## src/rtl/seg7_pkg.sv

```systemverilog
// seg7_pkg: shared definitions for the seven-segment digit monitor.
//   SEG_DIGIT[0:9] - active-low segment patterns (bit 6 = a ... bit 0 = g)
//   SEG_BLANK      - all segments dark
//   state_t        - monitor FSM states
//   next_digit()   - decimal successor with 9 wrapping to 0
package seg7_pkg;

  localparam logic [6:0] SEG_BLANK = 7'b1111111;

  localparam logic [6:0] SEG_DIGIT [0:9] = '{
    7'b0000001,  // 0
    7'b1001111,  // 1
    7'b0010010,  // 2
    7'b0000110,  // 3
    7'b1001100,  // 4
    7'b0100100,  // 5
    7'b0100000,  // 6
    7'b0001111,  // 7
    7'b0000000,  // 8
    7'b0000100   // 9
  };

  typedef enum logic {
    SYNC   = 1'b0,
    LOCKED = 1'b1
  } state_t;

  function automatic logic [3:0] next_digit(input logic [3:0] d);
    return (d == 4'd9) ? 4'd0 : d + 4'd1;
  endfunction

endpackage

```

## src/rtl/seg7_to_hex.sv

```systemverilog
// seg7_to_hex: combinational decode of an active-low segment pattern.
//   seg      in  7  segment pattern, bit 6 = a ... bit 0 = g, 0 = lit
//   hex      out 4  decoded digit (0 when not a digit)
//   is_digit out 1  pattern is one of the ten digit glyphs
//   is_blank out 1  pattern has every segment dark
module seg7_to_hex
  import seg7_pkg::*;
(
  input  logic [6:0] seg,
  output logic [3:0] hex,
  output logic       is_digit,
  output logic       is_blank
);

  logic [9:0] match;

  for (genvar gi = 0; gi < 10; gi++) begin : g_match
    assign match[gi] = (seg == SEG_DIGIT[gi]);
  end

  // The glyphs are all distinct, so at most one match bit is set.
  always_comb begin
    hex      = 4'd0;
    is_digit = |match;
    for (int i = 0; i < 10; i++) begin
      if (match[i]) hex = 4'(i);
    end
  end

  assign is_blank = (seg == SEG_BLANK);

endmodule

```

## src/rtl/seg7_digit_monitor.sv

```systemverilog
// seg7_digit_monitor: checks a seven-segment digit stream for 0..9,0 order.
//   clk          in  1      system clock
//   rst          in  1      synchronous active-high reset
//   seg          in  7      active-low segment bus (bit 6 = a ... bit 0 = g)
//   digit        out 4      last accepted digit
//   digit_valid  out 1      pulse: new valid digit accepted
//   invalid      out 1      pulse: stable pattern is neither digit nor blank
//   seq_error    out 1      pulse: accepted digit is not predecessor + 1
//   locked       out 1      a predecessor digit is held for checking
//   digit_cnt    out CNT_W  accepted digits, saturating
//   err_cnt      out CNT_W  sequence errors, saturating
module seg7_digit_monitor
  import seg7_pkg::*;
#(
  parameter int STABLE_CYCLES = 4,
  parameter int CNT_W         = 16
) (
  input  logic             clk,
  input  logic             rst,
  input  logic [6:0]       seg,
  output logic [3:0]       digit,
  output logic             digit_valid,
  output logic             invalid,
  output logic             seq_error,
  output logic             locked,
  output logic [CNT_W-1:0] digit_cnt,
  output logic [CNT_W-1:0] err_cnt
);

  localparam int STAB_W = (STABLE_CYCLES > 1) ? $clog2(STABLE_CYCLES) : 1;
  localparam logic [STAB_W-1:0] STAB_MAX = STAB_W'(STABLE_CYCLES - 1);

  logic [6:0]       s_q_reg;
  logic [6:0]       s_prev_reg;
  logic [STAB_W-1:0] stab_cnt_reg;
  logic [STAB_W-1:0] stab_cnt_next;
  logic [6:0]       last_acc_reg;
  state_t           state_reg;
  logic [3:0]       digit_reg;
  logic             digit_valid_reg;
  logic             invalid_reg;
  logic             seq_error_reg;
  logic [CNT_W-1:0] digit_cnt_reg;
  logic [CNT_W-1:0] err_cnt_reg;

  logic [3:0] hex;
  logic       is_digit;
  logic       is_blank;
  logic       accept;

  seg7_to_hex u_dec (
    .seg      (s_q_reg),
    .hex      (hex),
    .is_digit (is_digit),
    .is_blank (is_blank)
  );

  always_comb begin
    stab_cnt_next = '0;
    if (s_q_reg == s_prev_reg) begin
      stab_cnt_next = (stab_cnt_reg == STAB_MAX) ? STAB_MAX
                                                  : stab_cnt_reg + STAB_W'(1);
    end
  end

  // Fire in the cycle the counter lands on its maximum so the registered
  // outputs update on that same edge; last_acc keeps a persisting pattern
  // from re-firing while the counter sits saturated.
  assign accept = (stab_cnt_next == STAB_MAX) && (s_q_reg != last_acc_reg);

  always_ff @(posedge clk) begin
    if (rst) begin
      s_q_reg         <= SEG_BLANK;
      s_prev_reg      <= SEG_BLANK;
      stab_cnt_reg    <= '0;
      last_acc_reg    <= SEG_BLANK;
      state_reg       <= SYNC;
      digit_reg       <= 4'd0;
      digit_valid_reg <= 1'b0;
      invalid_reg     <= 1'b0;
      seq_error_reg   <= 1'b0;
      digit_cnt_reg   <= '0;
      err_cnt_reg     <= '0;
    end else begin
      s_q_reg         <= seg;
      s_prev_reg      <= s_q_reg;
      stab_cnt_reg    <= stab_cnt_next;
      digit_valid_reg <= 1'b0;
      invalid_reg     <= 1'b0;
      seq_error_reg   <= 1'b0;
      if (accept) begin
        last_acc_reg <= s_q_reg;
        if (is_digit) begin
          digit_reg       <= hex;
          digit_valid_reg <= 1'b1;
          if (digit_cnt_reg != '1) digit_cnt_reg <= digit_cnt_reg + CNT_W'(1);
          // Mismatch still resynchronises: the new digit becomes the
          // reference for the next check.
          if (state_reg == LOCKED && hex != next_digit(digit_reg)) begin
            seq_error_reg <= 1'b1;
            if (err_cnt_reg != '1) err_cnt_reg <= err_cnt_reg + CNT_W'(1);
          end
          state_reg <= LOCKED;
        end else if (is_blank) begin
          state_reg <= SYNC;
        end else begin
          invalid_reg <= 1'b1;
          state_reg   <= SYNC;
        end
      end
    end
  end

  assign digit       = digit_reg;
  assign digit_valid = digit_valid_reg;
  assign invalid     = invalid_reg;
  assign seq_error   = seq_error_reg;
  assign locked      = (state_reg == LOCKED);
  assign digit_cnt   = digit_cnt_reg;
  assign err_cnt     = err_cnt_reg;

endmodule
```

## config.mk

```make
export PLATFORM = sky130hd
export DESIGN_NAME = seg7_digit_monitor
export DESIGN_NICKNAME = d
export VERILOG_FILES = /design/src/rtl/seg7_pkg.sv /design/src/rtl/seg7_to_hex.sv /design/src/rtl/seg7_digit_monitor.sv
export SDC_FILE = /design/constraint.sdc
export NUM_CORES = 1
export LEC_CHECK = 0
export ABC_AREA = 1
export CORE_ASPECT_RATIO = 1.1
export CORE_MARGIN = 3
export CORE_UTILIZATION = 55
export DETAILED_ROUTE_END_ITERATION = 10
export PLACE_DENSITY = 0.89
export SLEW_MARGIN = 40
export SYNTH_ARGS = -nofsm -noshare
export SYNTH_HDL_FRONTEND = slang
export SYNTH_SLANG_ARGS = --single-unit
```

## constraint.sdc

```tcl
create_clock -name clk -period 2.5 [get_ports clk]
set_clock_uncertainty 0.2 [all_clocks]
set_input_delay 0.375 -clock clk [delete_from_list [all_inputs] [get_ports clk]]
set_output_delay 0.375 -clock clk [all_outputs]
set_load 0.05 [all_outputs]
```

==> qor.yml <==
outcome: "finished clean"
crit_type: "reg -> reg"
synth_top_area_cell: "dfxtp_1"
dieArea_um2: 7730
grt_first_pass_wirelength_mm: 14.7
seq_power_share: 0.527
crit_path_start_kind: "register"
worst_slew_pin_slew_ps: 551
synth_simple_gate_area_share: 0.396
synthTopCellsByArea: "dfxtp_1, nand2_1, nor2_1"
grt_util_all_layers: 0.231
synth_cell_types: 44
synth_top_family_by_area: "simple AND/OR/NAND/NOR gates"
cts_tree: "built"
synthFlopType: "dfxtp_1"
synthArstFlopShare: 0
hold_path_class: "reg -> reg"
synth_nets: 546
rows: 30
crit_required_ps: 2530
netlist.area_leader.share: 0.342
internal-power_w: 0.00149
cts_sinks: 63
nets: 597
place_hpwl_mm: 6.24
via_per_inst: 5.19
timing.hold.ws_ps: 292
port_buffers: 48
synthCells: 535
hold_path_depth: 2
synthAdderAreaFrac: 0.00678
core-area_um2: 6340
final_cell_area_um2: 4400
fin_crit_sh: 0.917
dp.cells: 655
wl_mm: 8.47
finalHoldViolCount: 0
r2r_cells: 15
drv_slew: 0
fin_crit_ps: 2290
drive_gt1_frac: 0.147
clock_path_buffers: 2
initial_core_util: 0.582
num_antenna_cells: 0
yosysWarnings: 0
post-route-drc-count: 0
p_sw_frac: 0.239
layout_common_cells: "nand2_1, nor2_1, inv_1"
placed_cell_area_um2: 4210
relSlewSlack: 0.630
grt_max_degree: 29
synth-compound-area-share: 0.0864
boundaryPins: 49
synth.area.mux_share: 0
insertion_delay_ps: 350
preCtsSetupSlack_ps: 182
ant_nets: 0
cts.hold.buffers_added: 0
drv_cap: 0
numCtsBuffers: 9
synthXorXnorAreaFrac: 0.0546
p_leak_nw: 1.78
vdd_drop_max_v: 0.000303
avgSynthCellArea_um2: 6.90
power_switching_w: 0.000468
drtIter0Drc: 184
clkTransAtPathRegs_ps: 60
finalWorstSetupSlack_ps: 206
firstDrtPassIters: 6
synthToLayoutAreaGrowth_pct: 19.1
yosys_register_bits: 63
rsz0062_at_grt: "no"
die_w_um: 84.1
grt.overflow.total: 0
fp.dieH_um: 91.9
vias: 3479
stdcell_count: 670
grt_pass1_vias: 3343
globalplace.congestion: 0.906
fin_tns_setup_ps: 0
clockRootBuffer: "clkbuf_8"
syn_area_um2: 3690
p_per_area_nw_per_um2: 446
synth_seq_area_share: 0.342
synth-edff-count: 0
p_comb_frac: 0.055
h-tree-depth: 3
cp.arrival_ps: 2320
pwr-share-clk: 0.418
final_common_cell: "nand2_1"
antenna_found_initial: 0
routedWlPerCell_um: 12.6
end_kind: "register"
critPathMaxFanout: 13
max_freq_mhz: 436
final-setup-viol-count: 0
kinds of logic after synthesis:
family,count (synthesis)
XOR/XNOR,23
adder cells (fa/ha/maj),2
AND/OR/NAND/NOR,300
AO/OA/AOI/OAI,52
flip-flops,63
buffers and inverters,95
worst max-delay path: stages (launching register included):
cell and delay, ps:
dfxtp_2 420, inv_2 80, nor2_1 90, nand2_1 130, nor2_1 190, nor2_1 90, nand2_1 90, nand2_1 50
nand2_1 100, nor2_4 40, nand3_4 200, nand2_1 130, nor2_1 170, nand3_1 80, nand2_1 70, nor2_1 40
metal layers:
layer,global-route usage,share of wire,vias up
met2,0.384,0.48,108
li1,-,-,1778
met4,0.107,0.025,0
met3,0.0458,0.049,21
met5,0,0,-
met1,0.286,0.44,1572
layout make-up:
type	count	area (µm²)
Sequential cell	63	1270
Fill cell	532	1940
Clock buffer	12	165
Inverter	79	299
Clock inverter	3	17.5
Tap cell	80	100
Multi-Input combinational cell	377	2010
Timing Repair Buffer	56	538
metrics by stage:
step	total power, W	utilization
final	0.00196	0.693
after detailed placement	0.00116	0.663
after global placement	0.00116	0.663
after floorplan	0.00114	-
after global routing	0.00204	0.693
after CTS	0.00197	0.692
power by group through the flow:
| stage | Sequential [W] | Combinational (W) | Clock, W |
|---|---|---|---|
| global route | 0.00103 | 0.000122 | 0.000886 |
| detailed placement | 0.00106 | 0.000107 | 0 |
| finish | 0.00103 | 0.000108 | 0.000819 |
| global placement | 0.00105 | 0.000106 | 0 |
| floorplan | 0.00104 | 0.0000952 | 0 |
| CTS | 0.00103 | 0.000108 | 0.000830 |
synth_stat cells (7+ instances only):
master    instances
nand2_1         131
nor2_1           72
inv_1            67
dfxtp_1          63
nand3_1          18
nor3_1           17
a21oi_1          16
xnor2_1          12
inv_2            11
nand4_1          11
xor2_1           11
o21ai_0          10
nand2_2           8
nand4_2           8
nor2_2            8
o21ai_1           8
o211ai_1          7
or2_2             7
path summary, 6_finish.rpt:
path                                                 from  slack [ps]                         to
worst max register to register      s_q_reg[2]$_SDFF_PP1_         210   err_cnt[11]$_SDFFE_PP0P_
worst min-delay path            digit_cnt[9]$_SDFFE_PP0P_         290  digit_cnt[9]$_SDFFE_PP0P_
worst max-delay path                s_q_reg[2]$_SDFF_PP1_         210   err_cnt[11]$_SDFFE_PP0P_
worst min register to register  digit_cnt[9]$_SDFFE_PP0P_         290  digit_cnt[9]$_SDFFE_PP0P_
what timing repair did:
item                                    in CTS  in global routing
endpoints found under the setup margin       0                  6
gates resized for setup                      0                  5
buffers inserted                             0                  0
Power figures use the tool's default switching activity.
==> patch, RTL diff (same settings) <==
`STABLE_CYCLES`: 4 -> 8.
--- a/src/rtl/seg7_digit_monitor.sv
+++ b/src/rtl/seg7_digit_monitor.sv
@@ -12,7 +12,7 @@
 module seg7_digit_monitor
   import seg7_pkg::*;
 #(
-  parameter int STABLE_CYCLES = 4,
+  parameter int STABLE_CYCLES = 8,
   parameter int CNT_W         = 16
 ) (
   input  logic             clk,
Formal check against the unedited RTL: not equivalent (Yosys sat finds a counterexample within 10 cycles, from zero or initial values and one cycle with rst high).
==> patch against the original RTL <==
- die area shrank 2.0%
- global-route usage is 0.45 points lower
- non-clock buffer count down 3
- sequential cell count rose by 1
- power rose by 8.6%
- wire length down 2.1%
- synthesized cell count down 0.75%
- synthesized area is 2.2% lower
- cell area shrank 1.9%
- worst setup slack got worse by 0.0038 ns
- largest power group unchanged
==> patch: results (changes against the original RTL) <==
Synthesis
  – Library cells used by synthesis: 35 (-20%)
  – Largest cells by area after synthesis: dfxtp_1 35%, nand2_1 14%, nor2_1 8.5%
  – Register area share after synthesis: 0.355 (+0.0131)
  – Post-synth net total: 543 (-0.55%)
  – Most frequent cells after synthesis: 130 x nand2_1, 82 x nor2_1, 64 x dfxtp_1
  – Post-synthesis xor/xnor area fraction: 0.0582 (+0.00363)
  – Synth Area in Adders: 0.0104 (+0.00361)
  – Synth Area per Inst: 6.80 µm² (-1.4%)
  – Synth Area in Compound Gates: 0.0596 (-0.0268)

Final layout
  – Multi-input gate area: 1920 µm² (-4.8%)
  – Non-clk invs: 71 (-10%)
  – Finished Layout Cells: 660 (-1.5%)
  – Nets: 588 (-1.5%)
  – Fill cells: 489 (-8.1%)
  – P&R area growth vs syn: 19.4%
  – Post-route cell area: 4310 µm² (-1.9%)
  – Proportion of layout cells with a drive suffix above 1: 0.116 (-0.0319)
  – Plain + repair buffers: 53 (-5.4%)
  – Sequential Area: 1280 µm² (+1.2%)

Routing
  – Initial drt markers: 328 (+78%)
  – Via/cell ratio: 5.33 (+2.6%)
  – DRT Pass-1 Iters: 5 (-1)

Placed design
  – Hpwl dp: 5.93 mm (-5.0%)
  – Placed cell count: 645 (-1.5%)
  – Placed inst area: 4090 µm² (-2.8%)
  – RePlAce Congestion: 0.884 (-2.4%)

Power and ir drop
  – Max VDD drop: 0.342 mV (+13%)
  – Sw frac: 0.211 (-0.0282)

Setup path
  – Critical path fanouts, max: 10 (-3)
  – Worst R2R Path Depth: 9 (-6)
  – Crit path arrival time: 2.30 ns (-0.02 ns)
  – Reg2reg end: digit_cnt[11]

Global route
  – Vias in the first global route: 3253 (-2.7%)
  – First-pass GRT wire length: 14.3 mm (-2.4%)
  – Largest net degree at the start of global routing: 30 (+3.4%)
  – Total track usage: 0.226 (-0.00446)

Timing
  – Hold WS: 0.295 ns (+0.00314 ns)

Clocking
  – Sink Count: 64 (+1.6%)
  – Htree depth: 3 (unchanged)

Run status
  – Outcome: completed

Min path
  – WHS Endpoint: last_acc_reg[3]
  – Worst hold start: last_acc_reg[3]
patch: cell count changes in the layout (fill, tap and decap cells not counted), moves of 5 or more:
cell,unedited run,this run
o21ai_0,10,4
nand3_1,18,24
inv_1,67,60
nand4_1,11,21
o21ai_1,8,3
a21oi_1,16,21
nand4_2,8,0
dfxtp_1,59,64
nor2_1,72,82
patch: worst max path at each step:
stage	to	slack, ns	start
detailed placement	err_cnt[0]	0.25	s_q_reg[0]
global route	digit_cnt[3]	0.008	s_q_reg[5]
floorplan	digit_cnt[13]	0.17	digit_cnt[0]
CTS	err_cnt[0]	0.23	s_q_reg[0]
finish	digit_cnt[11]	0.20	digit_cnt[0]
global placement	err_cnt[0]	0.27	s_q_reg[0]
patch: repair_timing:
| item | 4_1_cts | 5_1_grt |
|---|---|---|
| endpoints found under the setup margin | 0 | 2 |
| hold endpoints to repair | 0 | 0 |
| buffers inserted | 0 | 0 |
| resized for setup | 0 | 1 |
patch: power by group through the flow:
| stage | Sequential [µW] | Combinational (µW) | Clock, µW |
|---|---|---|---|
| floorplan | 1060 | 89.8 | 0 |
| global placement | 1070 | 93.0 | 0 |
| detailed placement | 1070 | 95.9 | 0 |
| CTS | 1050 | 96.9 | 998 |
| global route | 1050 | 108 | 1040 |
| finish | 1050 | 96.8 | 985 |
patch: layer usage:
metal | GRT usage | part of all wire | wire length [µm]
met3 | 0.0544 | 0.068 | 565
met5 | 0 | 0 | 0
met1 | 0.284 | 0.43 | 3530
met4 | 0.0736 | 0.015 | 123
met2 | 0.381 | 0.49 | 4070
patch: worst max-delay path: stages (launching register included):
cell and delay (ns):
dfxtp_1 0.40, ha_1 0.24, inv_1 0.10, nor4_2 0.40
nand3_1 0.20, nand3b_1 0.25, nand2_4 0.15, inv_2 0.10
nand2_1 0.07, a21oi_1 0.06
